$ cat src/rtl/types.sv
// Constants shared by the rename-stage blocks.
package types;
   localparam int ARCH_REGS = 32;
endpackage

$ cat src/rtl/free_list_prefix_count.sv
// Per-slot exclusive popcount of a valid vector, plus the total count.
module prefix_count #(
   parameter int n = 4
) (
   input  logic [n-1:0]                     vec,
   output logic [n-1:0][$clog2(n+1)-1:0]    pre,
   output logic [$clog2(n+1)-1:0]           total
);
   localparam int CW = $clog2(n+1);

   always_comb begin
      logic [CW-1:0] acc;
      acc = '0;
      for (int i = 0; i < n; i++) begin
         pre[i] = acc;
         acc    = acc + CW'(vec[i]);
      end
      total = acc;
   end
endmodule

$ cat src/rtl/free_list.sv
// Physical-register free list: circular queue of unmapped indices with
// speculative (head) and committed (chead) allocation pointers for recovery.
module free_list
   import types::*;
#(
   parameter int prnum = 96,
   parameter int rwd   = 4,
   parameter int cwd   = 4
) (
   input  logic                                clk,
   input  logic                                rst,
   input  logic [rwd-1:0]                      alloc_req,
   input  logic                                alloc_en,
   output logic                                alloc_ok,
   output logic [rwd-1:0][$clog2(prnum)-1:0]   alloc_prd,
   input  logic [cwd-1:0]                      commit_vld,
   input  logic [cwd-1:0][$clog2(prnum)-1:0]   free_prd,
   input  logic [$clog2(rwd*8):0]              squash_cnt,
   input  logic                                rollback,
   output logic [$clog2(prnum):0]              free_cnt
);
   localparam int PW = $clog2(prnum);
   localparam int CW = PW + 1;
   localparam int QD = prnum - ARCH_REGS;
   localparam int IW = $clog2(QD);
   localparam int RW = $clog2(rwd+1);
   localparam int KW = $clog2(cwd+1);

   logic [PW-1:0] q_q [QD];
   logic [PW-1:0] q_d [QD];
   logic [IW-1:0] head_q, head_d, chead_q, chead_d, tail_q, tail_d;
   logic [CW-1:0] scnt_q, scnt_d, acnt_q, acnt_d, scnt_c;

   logic [rwd-1:0][RW-1:0] r_pre;
   logic [RW-1:0]          n_req;
   logic [cwd-1:0][KW-1:0] c_pre;
   logic [KW-1:0]          n_c;
   logic                   alloc_fire;

   // QD need not be a power of two, so every pointer step wraps explicitly.
   function automatic logic [IW-1:0] ptr_add(input logic [IW-1:0] p, input logic [IW:0] k);
      logic [IW+1:0] s;
      s = {2'b00, p} + {1'b0, k};
      if (s >= (IW+2)'(QD)) s = s - (IW+2)'(QD);
      return IW'(s);
   endfunction

   function automatic logic [IW-1:0] ptr_sub(input logic [IW-1:0] p, input logic [IW:0] k);
      logic [IW+1:0] s;
      s = {2'b00, p} + (IW+2)'(QD) - {1'b0, k};
      if (s >= (IW+2)'(QD)) s = s - (IW+2)'(QD);
      return IW'(s);
   endfunction

   prefix_count #(.n(rwd)) u_req_pc (
      .vec   (alloc_req),
      .pre   (r_pre),
      .total (n_req)
   );

   prefix_count #(.n(cwd)) u_commit_pc (
      .vec   (commit_vld),
      .pre   (c_pre),
      .total (n_c)
   );

   always_comb begin
      alloc_ok = (scnt_q >= CW'(n_req));
      free_cnt = scnt_q;
      for (int i = 0; i < rwd; i++) begin
         alloc_prd[i] = '0;
         if (alloc_req[i]) alloc_prd[i] = q_q[ptr_add(head_q, (IW+1)'(r_pre[i]))];
      end
   end

   assign alloc_fire = alloc_en & alloc_ok & ~rollback & (squash_cnt == '0);

   // Commit always lands; rollback beats squash, which beats allocation.
   always_comb begin
      q_d = q_q;
      for (int i = 0; i < cwd; i++) begin
         if (commit_vld[i]) q_d[ptr_add(tail_q, (IW+1)'(c_pre[i]))] = free_prd[i];
      end
      tail_d  = ptr_add(tail_q, (IW+1)'(n_c));
      chead_d = ptr_add(chead_q, (IW+1)'(n_c));
      acnt_d  = acnt_q;
      scnt_c  = scnt_q + CW'(n_c);
      head_d  = head_q;
      scnt_d  = scnt_c;
      if (rollback) begin
         head_d = chead_d;
         scnt_d = acnt_q;
      end else if (squash_cnt != '0) begin
         head_d = ptr_sub(head_q, (IW+1)'(squash_cnt));
         scnt_d = scnt_c + CW'(squash_cnt);
      end else if (alloc_fire) begin
         head_d = ptr_add(head_q, (IW+1)'(n_req));
         scnt_d = scnt_c - CW'(n_req);
      end
   end

   always_ff @(posedge clk or posedge rst) begin
      if (rst) begin
         for (int k = 0; k < QD; k++) q_q[k] <= PW'(ARCH_REGS + k);
         head_q  <= '0;
         chead_q <= '0;
         tail_q  <= '0;
         scnt_q  <= CW'(QD);
         acnt_q  <= CW'(QD);
      end else begin
         q_q     <= q_d;
         head_q  <= head_d;
         chead_q <= chead_d;
         tail_q  <= tail_d;
         scnt_q  <= scnt_d;
         acnt_q  <= acnt_d;
      end
   end

   // In-flight allocations are exactly acnt - scnt.
   always_ff @(posedge clk) begin
      if (!rst) begin
         for (int i = 0; i < cwd; i++) assert (!(commit_vld[i] && free_prd[i] == '0));
         assert (scnt_q <= CW'(QD));
         assert (scnt_c <= CW'(QD));
         assert (CW'(squash_cnt) <= acnt_q - scnt_q);
         assert (!(alloc_en && !alloc_ok));
      end
   end
endmodule

$ cat config.mk
export PLATFORM = sky130hd
export DESIGN_NAME = free_list
export DESIGN_NICKNAME = d
export VERILOG_FILES = /design/src/rtl/types.sv /design/src/rtl/free_list_prefix_count.sv /design/src/rtl/free_list.sv
export SDC_FILE = /design/constraint.sdc
export NUM_CORES = 2
export LEC_CHECK = 0
export BUFFER_PORTS_ARGS = -buffer_cell sky130_fd_sc_hd__buf_2
export CAP_MARGIN = 5
export CORE_MARGIN = 8
export CORE_UTILIZATION = 40
export CTS_CLUSTER_SIZE = 14
export DETAILED_ROUTE_END_ITERATION = 6
export SYNTH_ARGS = -nofsm -noshare
export SYNTH_HDL_FRONTEND = slang
export SYNTH_SLANG_ARGS = --single-unit
$ cat constraint.sdc
create_clock -name clk -period 15.4 [get_ports clk]
set_clock_uncertainty 0.1 [all_clocks]
set_input_delay 0.77 -clock clk [delete_from_list [all_inputs] [get_ports clk]]
set_output_delay 0.77 -clock clk [all_outputs]
set_load 0.03 [all_outputs]
==> impl_metrics.env <==
export IMPL_via_count=54600
export IMPL_wire_per_inst_microns=41.1
export IMPL_finalWirelength_microns=281000
export IMPL_post_cts_buffers=0
export IMPL_grt_util_met2_pct=49.4
export IMPL_die_h_microns=380
export IMPL_cts_htree_levels=2
export IMPL_ys_seq_elements=474
export IMPL_use_met1_pct=45.4
export IMPL_cp_data_required_time_ns=14.53
export IMPL_grt_first_pass_wirelength_microns=394000
export IMPL_power_frac_seq_pct=23.4
export IMPL_worst_slew_margin_rel_pct=5.66
export IMPL_via_per_inst=7.97
export IMPL_cts_repair_resize_count=0
export IMPL_crit_buf_inv=4
export IMPL_place_congestion=1.07
export IMPL_timing_critical_path_arrival_ns=6.53
export IMPL_floorplan_rows=133
export IMPL_tightest_slew_ns=1.41
export IMPL_nNetsFinal=5136
export IMPL_min_period_ns=7.40
export IMPL_crit_fanout=72
export IMPL_clock_power_share_pct=9.7
export IMPL_internal_power_mw=7.20
export IMPL_grt_start_max_net_pins=118
export IMPL_detail_route_first_pass_iterations=7
export IMPL_buffer_ports_inserted=82
export IMPL_yosysSeqAreaShare_pct=22.9
export IMPL_grt_pass1_vias=51200
export IMPL_synth_top_area_share_pct=22.3
export IMPL_share_of_post_route_cells_with_drive_strength_above_1_pct=30.8
export IMPL_grt_setup_unrepaired="no"
export IMPL_worstHoldPathType="primary input to asynchronous set/reset pin"
export IMPL_detail_route_antenna_nets=0
export IMPL_core_sq_um=131000
export IMPL_areaGrowthSynthToFinish_pct=6.51
export IMPL_initial_utilization_pct=40.3
export IMPL_finalHoldViolCount=0
export IMPL_fin_ws_ns=8.00
export IMPL_tns_ns=0
export IMPL_crit_type="register to output port"
export IMPL_clock_fmax_ghz=0.135
export IMPL_comb_power_share_pct=66.8
export IMPL_power_net_switching_mw=7.91
export IMPL_worst_path_max_delay_cell="sky130_fd_sc_hd__dfrtp_4"
export IMPL_synth_top_cells_by_area="sky130_fd_sc_hd__mux4_2, sky130_fd_sc_hd__dfrtp_1, sky130_fd_sc_hd__dfstp_2"
export IMPL_clock_tree_root_cell="sky130_fd_sc_hd__clkbuf_16"
export IMPL_detailed_place_hpwl_microns=179000
export IMPL_peakVddDrop_v=0.000177
export IMPL_timing_critical_path_cells="inv_1 > fa_4 > buf_4 > buf_4 > mux4_2 > mux4_2 > mux2i_1 > o22ai_1 > buf_2"
export IMPL_cts_buffer_depth=3
export IMPL_synth_largest_area_cell="sky130_fd_sc_hd__mux4_2"
export IMPL_setup_violations_final=0
export IMPL_gr_usage_met3_pct=18.6
export IMPL_post_synth_instance_area_sq_um=53000
export IMPL_clkLatencyLatePin_ns=0.70
export IMPL_power_density_cell_area_nw_per_um2=268
export IMPL_netlist_instances=5407
export IMPL_ys_flop_type="sky130_fd_sc_hd__dfrtp_1"
export IMPL_p_sw_share_pct=52.3
export IMPL_cts_sinks=474
export IMPL_timing_critical_path_max_delay_family="buffers and inverters"
export IMPL_hold_buffers=0
export IMPL_final_max_slew_viol_count=0
export IMPL_final_min_period_over_clock_period_pct=48.0
export IMPL_clk_transition_reported_paths_ns=0.06
export IMPL_number_of_maximum_capacitance_violations=0
export IMPL_mappedNetlistNets=5519
export IMPL_floorplan_die_width_microns=380
export IMPL_critical_path_endpoint_type="output port"
export IMPL_worst_path_largest_cell_delay_ns=1.00
export IMPL_outcome="finished clean"
export IMPL_p_leak_nw=18.6
export IMPL_yosysUniqueCellTypes=92
export IMPL_post_synth_cell_area_avg_sq_um=9.81
export IMPL_ys_async_sr_fraction_pct=100
export IMPL_numCtsBuffers=60
export IMPL_drcViolationCount=0
export IMPL_grt_remaining_overflow=0
export IMPL_post_synth_edffs=0
export IMPL_busiest_layer="met2"
export IMPL_grt_use_total_pct=36.7
export IMPL_number_of_antenna_violations_at_the_first_check_in_global_routing=18
export IMPL_ys_warn_count=0
export IMPL_drtIter0Drc=10300
export IMPL_worstSetupStartpointType="register"
export IMPL_preCtsSetupSlack_ns=8.50
export IMPL_cts_tree="yes"
export IMPL_floorplan_die_area_sq_um=144000
export IMPL_pin_count=83
-- layer usage --
layer,vias to the layer above,wire [microns]
met4,6,24200
met5,-,50
met3,1422,50200
met2,5614,111000
li1,20700,-
met1,26800,96400
-- path summary, 6_finish.rpt --
path	startpoint	to	slack, ns	cells after the start
worst max register to register	tail_q[0]$_DFF_PP0_	q_q[89]$_DFF_PP0_	10.42	9
max in group asynchronous	rst	q_q[268]$_DFF_PP0_	12.93	4
worst max-delay path	head_q[1]$_DFFE_PP0P_	alloc_prd[22]	8.00	9
min in group clk	chead_q[5]$_DFF_PP0_	chead_q[5]$_DFF_PP0_	0.37	1
worst min register to register	chead_q[5]$_DFF_PP0_	chead_q[5]$_DFF_PP0_	0.37	1
worst min-delay path	rst	free_cnt[7]$_DFF_PP0_	0.08	2
-- synthesized netlist by cell type (all sizes together), types with 11 or more instances --
| library cell | count |
|---|---|
| mux4 | 525 |
| a21o | 33 |
| mux2i | 437 |
| a21oi | 164 |
| nand4b | 12 |
| nand4 | 19 |
| inv | 42 |
| o31ai | 129 |
| nor3 | 259 |
| o21ai | 447 |
| or3 | 217 |
| fa | 15 |
| o21a | 18 |
| clkbuf | 537 |
| xnor2 | 34 |
| nand3 | 375 |
| o22ai | 37 |
| dfrtp | 249 |
| mux2 | 350 |
| a211oi | 129 |
| nand2b | 14 |
| xor2 | 11 |
| and2 | 42 |
| buf | 149 |
| ha | 51 |
| o221ai | 24 |
| a31oi | 211 |
| dfstp | 225 |
| nor2 | 98 |
| o211ai | 236 |
| nand2 | 206 |
-- power by group through the flow --
stage	Clock (mW)	Combinational (mW)	Sequential, mW
floorplan	0	7.14	2.48
global placement	0	9.51	3.37
detailed placement	0	9.64	3.36
CTS	1.46	9.67	3.35
global route	1.51	10.4	3.45
finish	1.47	10.1	3.54
-- placed cells by master, fill, tap and decap left out, types with 217 or more instances in the layout --
cell type / Yosys / final
sky130_fd_sc_hd__dfrtp_1: 249 / 244
sky130_fd_sc_hd__dfstp_2: 225 / 225
sky130_fd_sc_hd__mux2_2: 336 / 336
sky130_fd_sc_hd__mux2i_1: 437 / 437
sky130_fd_sc_hd__mux4_2: 525 / 525
sky130_fd_sc_hd__nand3_1: 374 / 373
sky130_fd_sc_hd__nor3_1: 250 / 241
sky130_fd_sc_hd__o211ai_1: 233 / 233
sky130_fd_sc_hd__o21ai_0: 418 / 418
sky130_fd_sc_hd__or3_1: 217 / 217
-- layout make-up --
type / instances / area (sq um)
Clock buffer: 94 / 1770
Tap cell: 1755 / 2200
Antenna cell: 18 / 45.0
Clock inverter: 18 / 153
Multi-Input combinational cell: 4204 / 38300
Sequential cell: 474 / 12200
Inverter: 43 / 169
Fill cell: 12600 / 75000
Timing Repair Buffer: 241 / 1670
-- metrics by stage --
stage               instance area, sq um  utilization (%)  cells  power, mW  hold WS, ns
finish                             56500             43.0   6847       15.1       0.0803
global route                       56400             42.9   6830       15.3        0.135
CTS                                56400             42.9   6829       14.5        0.113
detailed placement                 54500             41.5   6717       13.0        0.367
global placement                   54500             41.5   6717       12.9        0.357
floorplan                          53000                -   5407       9.61        0.336
-- registers in the layout, summed over array words and instances, names as in the netlist --
| register | cells |
|---|---|
| chead_q | 6 |
| free_cnt | 8 |
| tail_q | 6 |
| head_q | 6 |
| q_q | 448 |
-- cells by family (layout without fill, tap and decap cells) --
group                      after synthesis  count (layout)  synth area share (%)
AOI/OAI and AO/OA                     1471            1471                  17.7
muxes                                 1312            1312                  38.0
and+or+nand+nor                       1309            1309                  13.3
buffers and inverters                  729             396                  5.53
DFF                                    474             474                  22.9
adders and majority gates               67              67                  1.79
xor gates and xnor gates                45              45                 0.842
other                                    0              18                     0
Power figures use the tool's default switching activity.
